[src/rtl/keypad_lock_pkg.sv]
// Shared types and key definitions for the keypad code lock.
// Contents:
//   state_t  - lock FSM states
//   KEY_*    - codes of the non-digit keys
//   keymap() - (row, column) position on the 4x4 keypad -> key code
package keypad_lock_pkg;

    typedef enum logic [1:0] {
        ST_ENTRY,
        ST_CHECK,
        ST_OPEN,
        ST_LOCKOUT
    } state_t;

    localparam logic [3:0] KEY_A    = 4'hA;
    localparam logic [3:0] KEY_B    = 4'hB;
    localparam logic [3:0] KEY_C    = 4'hC;
    localparam logic [3:0] KEY_D    = 4'hD;
    localparam logic [3:0] KEY_STAR = 4'hE;
    localparam logic [3:0] KEY_HASH = 4'hF;

    // Rows top to bottom: 1 2 3 A / 4 5 6 B / 7 8 9 C / * 0 # D
    function automatic logic [3:0] keymap(input logic [1:0] r, input logic [1:0] c);
        logic [3:0] code;
        case ({r, c})
            4'h0: code = 4'h1;
            4'h1: code = 4'h2;
            4'h2: code = 4'h3;
            4'h3: code = KEY_A;
            4'h4: code = 4'h4;
            4'h5: code = 4'h5;
            4'h6: code = 4'h6;
            4'h7: code = KEY_B;
            4'h8: code = 4'h7;
            4'h9: code = 4'h8;
            4'hA: code = 4'h9;
            4'hB: code = KEY_C;
            4'hC: code = KEY_STAR;
            4'hD: code = 4'h0;
            4'hE: code = KEY_HASH;
            default: code = KEY_D;
        endcase
        return code;
    endfunction

endpackage

[src/rtl/keypad_scanner.sv]
// 4x4 matrix keypad scanner with ghost rejection and debounce.
// Ports:
//   i_clk, i_rst_n - clock, asynchronous active-low reset
//   i_row          - keypad rows, active-low
//   o_col          - column drive, one-hot active-low
//   o_key_valid    - one-cycle strobe on an accepted press
//   o_key_code     - code of the last accepted key
module keypad_scanner
    import keypad_lock_pkg::*;
#(
    parameter int unsigned SCAN_DIV       = 50_000,
    parameter int unsigned DEBOUNCE_SCANS = 20
) (
    input  logic       i_clk,
    input  logic       i_rst_n,
    input  logic [3:0] i_row,
    output logic [3:0] o_col,
    output logic       o_key_valid,
    output logic [3:0] o_key_code
);

    localparam logic [31:0] LP_DIV_LAST = 32'(SCAN_DIV - 1);
    localparam logic [15:0] LP_DEB      = 16'(DEBOUNCE_SCANS);

    logic [31:0] r_div;
    logic [1:0]  r_col_idx;
    logic [1:0]  r_acc_n;      // keys seen so far this scan, saturates at 2
    logic [3:0]  r_acc_code;
    logic [4:0]  r_prev_res;   // {valid, code}; all-zero means "none"
    logic [15:0] r_stable;
    logic        r_released;
    logic        r_key_valid;
    logic [3:0]  r_key_code;

    logic        w_sample;
    logic [3:0]  w_pressed;
    logic [1:0]  w_col_n;
    logic [1:0]  w_col_row;
    logic [2:0]  w_sum_n;
    logic [1:0]  w_tot_n;
    logic [3:0]  w_code;
    logic [4:0]  w_res;
    logic [15:0] w_stable_nxt;
    logic        w_settled;
    logic        w_accept;

    assign w_sample  = (r_div == LP_DIV_LAST);
    assign w_pressed = ~i_row;

    always_comb begin
        w_col_n   = '0;
        w_col_row = '0;
        for (int unsigned i = 0; i < 4; i++) begin
            if (w_pressed[i]) begin
                if (w_col_n != 2'd2) w_col_n = w_col_n + 2'd1;
                w_col_row = 2'(i);
            end
        end
    end

    // Key count over the whole scan so far, including this slot; any count
    // other than exactly one makes the scan result "none".
    assign w_sum_n      = {1'b0, r_acc_n} + {1'b0, w_col_n};
    assign w_tot_n      = (w_sum_n >= 3'd2) ? 2'd2 : w_sum_n[1:0];
    assign w_code       = (w_col_n == 2'd1) ? keymap(w_col_row, r_col_idx) : r_acc_code;
    assign w_res        = (w_tot_n == 2'd1) ? {1'b1, w_code} : 5'd0;
    assign w_stable_nxt = (w_res != r_prev_res) ? '0 :
                          (r_stable == LP_DEB) ? r_stable : r_stable + 16'd1;
    assign w_settled    = (w_stable_nxt >= LP_DEB);
    assign w_accept     = w_res[4] && w_settled && r_released;

    always_ff @(posedge i_clk or negedge i_rst_n) begin
        if (!i_rst_n) begin
            r_div       <= '0;
            r_col_idx   <= '0;
            r_acc_n     <= '0;
            r_acc_code  <= '0;
            r_prev_res  <= '0;
            r_stable    <= '0;
            r_released  <= 1'b1;
            r_key_valid <= 1'b0;
            r_key_code  <= '0;
        end else begin
            r_key_valid <= 1'b0;
            if (w_sample) begin
                r_div     <= '0;
                r_col_idx <= r_col_idx + 2'd1;
                if (r_col_idx == 2'd3) begin
                    r_acc_n    <= '0;
                    r_acc_code <= '0;
                    r_prev_res <= w_res;
                    r_stable   <= w_stable_nxt;
                    if (w_accept) begin
                        r_key_valid <= 1'b1;
                        r_key_code  <= w_res[3:0];
                        r_released  <= 1'b0;
                    end else if (!w_res[4] && w_settled) begin
                        r_released  <= 1'b1;
                    end
                end else begin
                    r_acc_n    <= w_tot_n;
                    r_acc_code <= w_code;
                end
            end else begin
                r_div <= r_div + 32'd1;
            end
        end
    end

    assign o_col       = ~(4'b0001 << r_col_idx);
    assign o_key_valid = r_key_valid;
    assign o_key_code  = r_key_code;

endmodule

[src/rtl/keypad_code_lock.sv]
// Keypad code lock: entry buffer, stored code, retry limit and timed lockout.
// Ports:
//   pulse_50Mhz, rst_n  - clock, asynchronous active-low reset
//   row / col           - keypad matrix (active-low)
//   key_valid, key_code - accepted key strobe and code
//   digits, digit_cnt   - entry buffer (newest digit in nibble 0) and count
//   unlocked            - high while open
//   locked_out          - high during lockout
//   fail, code_saved    - one-cycle strobes
module keypad_code_lock
    import keypad_lock_pkg::*;
#(
    parameter int unsigned NUM_DIGITS     = 4,
    parameter int unsigned SCAN_DIV       = 50_000,
    parameter int unsigned DEBOUNCE_SCANS = 20,
    parameter int unsigned MAX_TRIES      = 3,
    parameter int unsigned LOCKOUT_CYCLES = 500_000_000,
    parameter logic [4*NUM_DIGITS-1:0] DEFAULT_CODE = (4*NUM_DIGITS)'(32'h1234)
) (
    input  logic                    pulse_50Mhz,
    input  logic                    rst_n,
    input  logic [3:0]              row,
    output logic [3:0]              col,
    output logic                    key_valid,
    output logic [3:0]              key_code,
    output logic [4*NUM_DIGITS-1:0] digits,
    output logic [3:0]              digit_cnt,
    output logic                    unlocked,
    output logic                    locked_out,
    output logic                    fail,
    output logic                    code_saved
);

    localparam int unsigned DW            = 4 * NUM_DIGITS;
    localparam logic [3:0]  LP_N          = 4'(NUM_DIGITS);
    localparam logic [7:0]  LP_MAX_TRIES  = 8'(MAX_TRIES);
    localparam logic [31:0] LP_LOCK_LAST  = 32'(LOCKOUT_CYCLES - 1);

    state_t        r_state,    w_state_nxt;
    logic [DW-1:0] r_digits,   w_digits_nxt;
    logic [DW-1:0] r_code,     w_code_nxt;
    logic [3:0]    r_cnt,      w_cnt_nxt;
    logic [7:0]    r_tries,    w_tries_nxt;
    logic [31:0]   r_lock_cnt, w_lock_nxt;
    logic          r_fail,     w_fail_nxt;
    logic          r_saved,    w_saved_nxt;

    logic          w_key_valid;
    logic [3:0]    w_key_code;
    logic          w_strobe;
    logic          w_full;
    logic [DW-1:0] w_shifted;

    keypad_scanner #(
        .SCAN_DIV       (SCAN_DIV),
        .DEBOUNCE_SCANS (DEBOUNCE_SCANS)
    ) u_scanner (
        .i_clk       (pulse_50Mhz),
        .i_rst_n     (rst_n),
        .i_row       (row),
        .o_col       (col),
        .o_key_valid (w_key_valid),
        .o_key_code  (w_key_code)
    );

    // Lockout blinds the FSM to keys; the scanner keeps debouncing.
    assign w_strobe  = w_key_valid && (r_state != ST_LOCKOUT);
    assign w_full    = (r_cnt == LP_N);
    assign w_shifted = (r_digits << 4) | DW'(w_key_code);

    always_comb begin
        w_state_nxt  = r_state;
        w_digits_nxt = r_digits;
        w_code_nxt   = r_code;
        w_cnt_nxt    = r_cnt;
        w_tries_nxt  = r_tries;
        w_lock_nxt   = r_lock_cnt;
        w_fail_nxt   = 1'b0;
        w_saved_nxt  = 1'b0;
        case (r_state)
            ST_ENTRY, ST_OPEN: begin
                if (w_strobe) begin
                    if (w_key_code <= 4'd9) begin
                        if (!w_full) begin
                            w_digits_nxt = w_shifted;
                            w_cnt_nxt    = r_cnt + 4'd1;
                        end
                    end else if (w_key_code == KEY_STAR) begin
                        w_digits_nxt = '0;
                        w_cnt_nxt    = '0;
                    end else if (r_state == ST_ENTRY) begin
                        if (w_key_code == KEY_HASH) w_state_nxt = ST_CHECK;
                    end else if (w_key_code == KEY_A) begin
                        if (w_full) begin
                            w_code_nxt   = r_digits;
                            w_saved_nxt  = 1'b1;
                            w_digits_nxt = '0;
                            w_cnt_nxt    = '0;
                        end
                    end else if (w_key_code == KEY_HASH || w_key_code == KEY_D) begin
                        w_digits_nxt = '0;
                        w_cnt_nxt    = '0;
                        w_state_nxt  = ST_ENTRY;
                    end
                end
            end
            ST_CHECK: begin
                w_digits_nxt = '0;
                w_cnt_nxt    = '0;
                if (w_full && (r_digits == r_code)) begin
                    w_state_nxt = ST_OPEN;
                    w_tries_nxt = '0;
                end else begin
                    w_fail_nxt  = 1'b1;
                    w_tries_nxt = r_tries + 8'd1;
                    if ((r_tries + 8'd1) == LP_MAX_TRIES) begin
                        w_state_nxt = ST_LOCKOUT;
                        w_lock_nxt  = '0;
                    end else begin
                        w_state_nxt = ST_ENTRY;
                    end
                end
            end
            ST_LOCKOUT: begin
                if (r_lock_cnt == LP_LOCK_LAST) begin
                    w_state_nxt = ST_ENTRY;
                    w_tries_nxt = '0;
                    w_lock_nxt  = '0;
                end else begin
                    w_lock_nxt  = r_lock_cnt + 32'd1;
                end
            end
            default: w_state_nxt = ST_ENTRY;
        endcase
    end

    always_ff @(posedge pulse_50Mhz or negedge rst_n) begin
        if (!rst_n) begin
            r_state    <= ST_ENTRY;
            r_digits   <= '0;
            r_code     <= DEFAULT_CODE;
            r_cnt      <= '0;
            r_tries    <= '0;
            r_lock_cnt <= '0;
            r_fail     <= 1'b0;
            r_saved    <= 1'b0;
        end else begin
            r_state    <= w_state_nxt;
            r_digits   <= w_digits_nxt;
            r_code     <= w_code_nxt;
            r_cnt      <= w_cnt_nxt;
            r_tries    <= w_tries_nxt;
            r_lock_cnt <= w_lock_nxt;
            r_fail     <= w_fail_nxt;
            r_saved    <= w_saved_nxt;
        end
    end

    assign key_valid  = w_key_valid;
    assign key_code   = w_key_code;
    assign digits     = r_digits;
    assign digit_cnt  = r_cnt;
    assign unlocked   = (r_state == ST_OPEN);
    assign locked_out = (r_state == ST_LOCKOUT);
    assign fail       = r_fail;
    assign code_saved = r_saved;

endmodule

[config.mk]
export PLATFORM = sky130hd
export DESIGN_NAME = keypad_code_lock
export DESIGN_NICKNAME = d
export VERILOG_FILES = /design/src/rtl/keypad_lock_pkg.sv /design/src/rtl/keypad_scanner.sv /design/src/rtl/keypad_code_lock.sv
export SDC_FILE = /design/constraint.sdc
export NUM_CORES = 1
export LEC_CHECK = 0
export ABC_CLOCK_PERIOD_IN_PS = 3750
export BUFFER_PORTS_ARGS = -buffer_cell sky130_fd_sc_hd__buf_2
export CAP_MARGIN = 5
export CORE_MARGIN = 2
export CORE_UTILIZATION = 50
export CTS_CLUSTER_DIAMETER = 50
export DETAILED_ROUTE_END_ITERATION = 8
export HOLD_SLACK_MARGIN = 0.15
export PLACE_DENSITY = 0.67
export SYNTH_ARGS = -nofsm -noshare
export SYNTH_HDL_FRONTEND = slang
export SYNTH_SLANG_ARGS = --single-unit
[constraint.sdc]
create_clock -name pulse_50Mhz -period 3.75 [get_ports pulse_50Mhz]
set_input_delay 0.75 -clock pulse_50Mhz [delete_from_list [all_inputs] [get_ports pulse_50Mhz]]
set_output_delay 0.75 -clock pulse_50Mhz [all_outputs]
set_load 0.02 [all_outputs]
==> reports/results.ini <==
[floorplan]
placementRows=45
die_h_microns=130
initial_utilization_pct=51.5
ios=39
die_width_microns=130
core_sq_um=15300
dieArea_sq_um=16800

[placement]
gp_congestion=0.872
io_buffers=38
dp_hpwl_mm=11.7
place_ws_ps=-401
dpl.cell_count=1097
placed_area_sq_um=8480

[sta]
finClkSkew_ps=6.71
finalSetupTns_ps=-218
period_needed_ps=3830
rsz0062_at_grt=yes
finalHoldViolations=0
worstMarginPinSlew_ps=917
setup_viol=3
setup_ws_ps=-75.5
post-route-period-util_pct=102
slew_headroom_pct=38.6
timing.fmax_mhz=261
drv_slew=0

[clocking]
cts.sinks=147
cts_made_buffers=17
cts_tree=built
root_buffer=clkbuf_16
path_clk_slew_ps=60
hold_buffers=0
h-tree-depth=4
clock_path_buffers=2
clkLatencyLatePin_ps=430

[final_layout]
final_layout_size_suffix_gt1_share_pct=16.1
post-route-cell-area_sq_um=9220
diodes=0
fin_nets=934
instances_no_fill=1133
areaGrowthSynthToFinish_pct=17.0
final_common_cell=dfrtp_1
most-common-layout-cells=141 x dfrtp_1, 123 x nand2_1, 74 x o21ai_0, 56 x nor2_1, 45 x nand3_1
nFillCells=1317

[logic_synthesis]
yosys.cell_types.count=61
yosysTopAreaCell=dfrtp_1
synth_nets=882
async_flop_share_pct=100
syn_area_per_cell_sq_um=9.20
synthCells=857
synth.top_cell.area_share_pct=44.8
synth_edf_count=0
synth-seq-cells=147
synth_warnings=0
synth_area_sq_um=7880
synth.area.top_cells=dfrtp_1 45%, nand2_1 5.9%, o21ai_0 4.8%, xnor2_1 4.1%, xor2_1 3.1%
synthFlopType=dfrtp_1
seq_area_frac_synth_pct=46.8

[detailed_routing]
wl_per_cell_microns=15.3
firstDrtPassIters=5
drt_iter0_markers=527
vias=6510
routed_via_density=5.75
drc=0
antenna_violating_nets_post_route=0
drt-total-wl_mm=17.4

[outcome]
violations=setup timing
status=finished, violations left

[pwr]
ir_drop_v=0.000312
p_per_area_nw_per_um2=387
leakage_nw=4.23

[critical_path]
crit_slowest_cell=fa_1
path_delay_family=simple AND/OR/NAND/NOR gates
arrival_ps=4130
path_max_fanout=5
slowest_delay_ps=540
start_kind=primary input
crit_type=primary input to flop
crit_chain=buf_12 > ha_4 > nand2b_4 > a21boi_4 > ha_4 > nor2_2 > a21oi_2 > ha_2 > inv_2 > fa_1 > and3_4 > nand2_2 > a21oi_2 > a211oi_2 > nor4_2 > nand4_2 > nor4_4 > buf_4 > mux2_4
crit_required_ps=4060
cp.buffers_inverters=3
end_kind=flop

[hold_path]
worstHoldPathType=primary input to async pin

[grt]
grt_pass1_vias=6299
grt_max_degree=76
grt_pass1_wl_mm=29.7
grt_antenna_before_repair=0
grt_usage_pct=21.9
overflow=0

[flow_run]
cap_violations=0

## flip-flops by register name, summed over array words and instances (netlist names)
name / cells
code_saved: 1
digit_cnt: 4
digits: 16
fail: 1
r_code: 16
r_lock_cnt: 32
r_state: 2
r_tries: 8
u_scanner.o_key_code: 4
u_scanner.o_key_valid: 1
u_scanner.r_acc_code: 4
u_scanner.r_acc_n: 2
u_scanner.r_col_idx: 2
u_scanner.r_div: 32
u_scanner.r_prev_res: 5
u_scanner.r_released: 1
u_scanner.r_stable: 16
## kinds of logic (layout without fill, tap and decap cells)
group           count (synthesis)  count (layout)  share of synthesized area [%]
simple gates                  381             381                           24.8
compound gates                171             171                           13.4
flops                         147             147                           46.8
xor+xnor                       65              65                           7.22
buf+inv                        63             128                           3.14
fa+ha+maj                      19              19                           3.11
mux                            11              11                           1.54
## per-stage QoR
step	util [%]	hold slack, ps	total power, mW
after floorplan	-	444	1.68
after global placement	55.4	453	1.74
after detailed placement	55.4	455	1.75
after CTS	59.6	344	3.59
after global routing	60.2	372	3.68
final	60.2	318	3.56
## synthesized netlist by cell type (18+ instances only)
cell type / count
a22o_1: 24
ha_1: 18
nand3_1: 45
nand2_1: 124
xor2_1: 28
and3_1: 34
nor2_1: 57
o21ai_0: 75
nand4_1: 24
inv_1: 29
a21oi_1: 33
dfrtp_1: 141
xnor2_1: 37
clkbuf_1: 22
nor4_1: 19
## what timing repair did
item | CTS | global route
endpoints found under the setup margin | 0 | 19
resized for setup | 0 | 19
buffers inserted | 0 | 4
## layer usage
layer	wire, microns	track usage (%)	up-vias
met4	222	7.59	0
met5	0	0	-
li1	-	-	3175
met2	8320	34.8	143
met3	722	4.83	20
met1	8110	29.8	3172
## report_power, final
group	internal (mW)	switching [mW]	leakage (nW)
clock	1.17	0.670	0.308
sequential	1.59	0.00266	1.97
combinational	0.0533	0.0817	1.95
total	2.81	0.755	4.23
## cell type report
type                    instances  area [sq um]  area share, %
well taps                     211           264           2.86
clock inverters                12           179           1.94
flip-flops and latches        147          3690           40.0
inverters                      30           125           1.36
clock buffers                  20           467           5.06
repair buffers                 66           440           4.78
multi-input cells             647          4060           44.0
## worst paths after layout
check / from / cells past startpoint / slack [ps] / endpoint
setup / recovery: row[1] / 19 / -80 / u_scanner.o_key_code[0]$_DFFE_PN0P_
hold / removal: rst_n / 1 / 320 / code_saved$_DFF_PN0_
setup reg to reg: u_scanner.r_stable[1]$_DFFE_PN0P_ / 9 / 560 / u_scanner.o_key_code[0]$_DFFE_PN0P_
hold reg to reg: r_code[9]$_DFFE_PN1P_ / 2 / 460 / r_code[9]$_DFFE_PN1P_
max in group asynchronous: rst_n / 2 / 2590 / r_code[4]$_DFFE_PN1P_
min in group pulse_50Mhz: r_code[9]$_DFFE_PN1P_ / 2 / 460 / r_code[9]$_DFFE_PN1P_
Power figures use the tool's default switching activity.
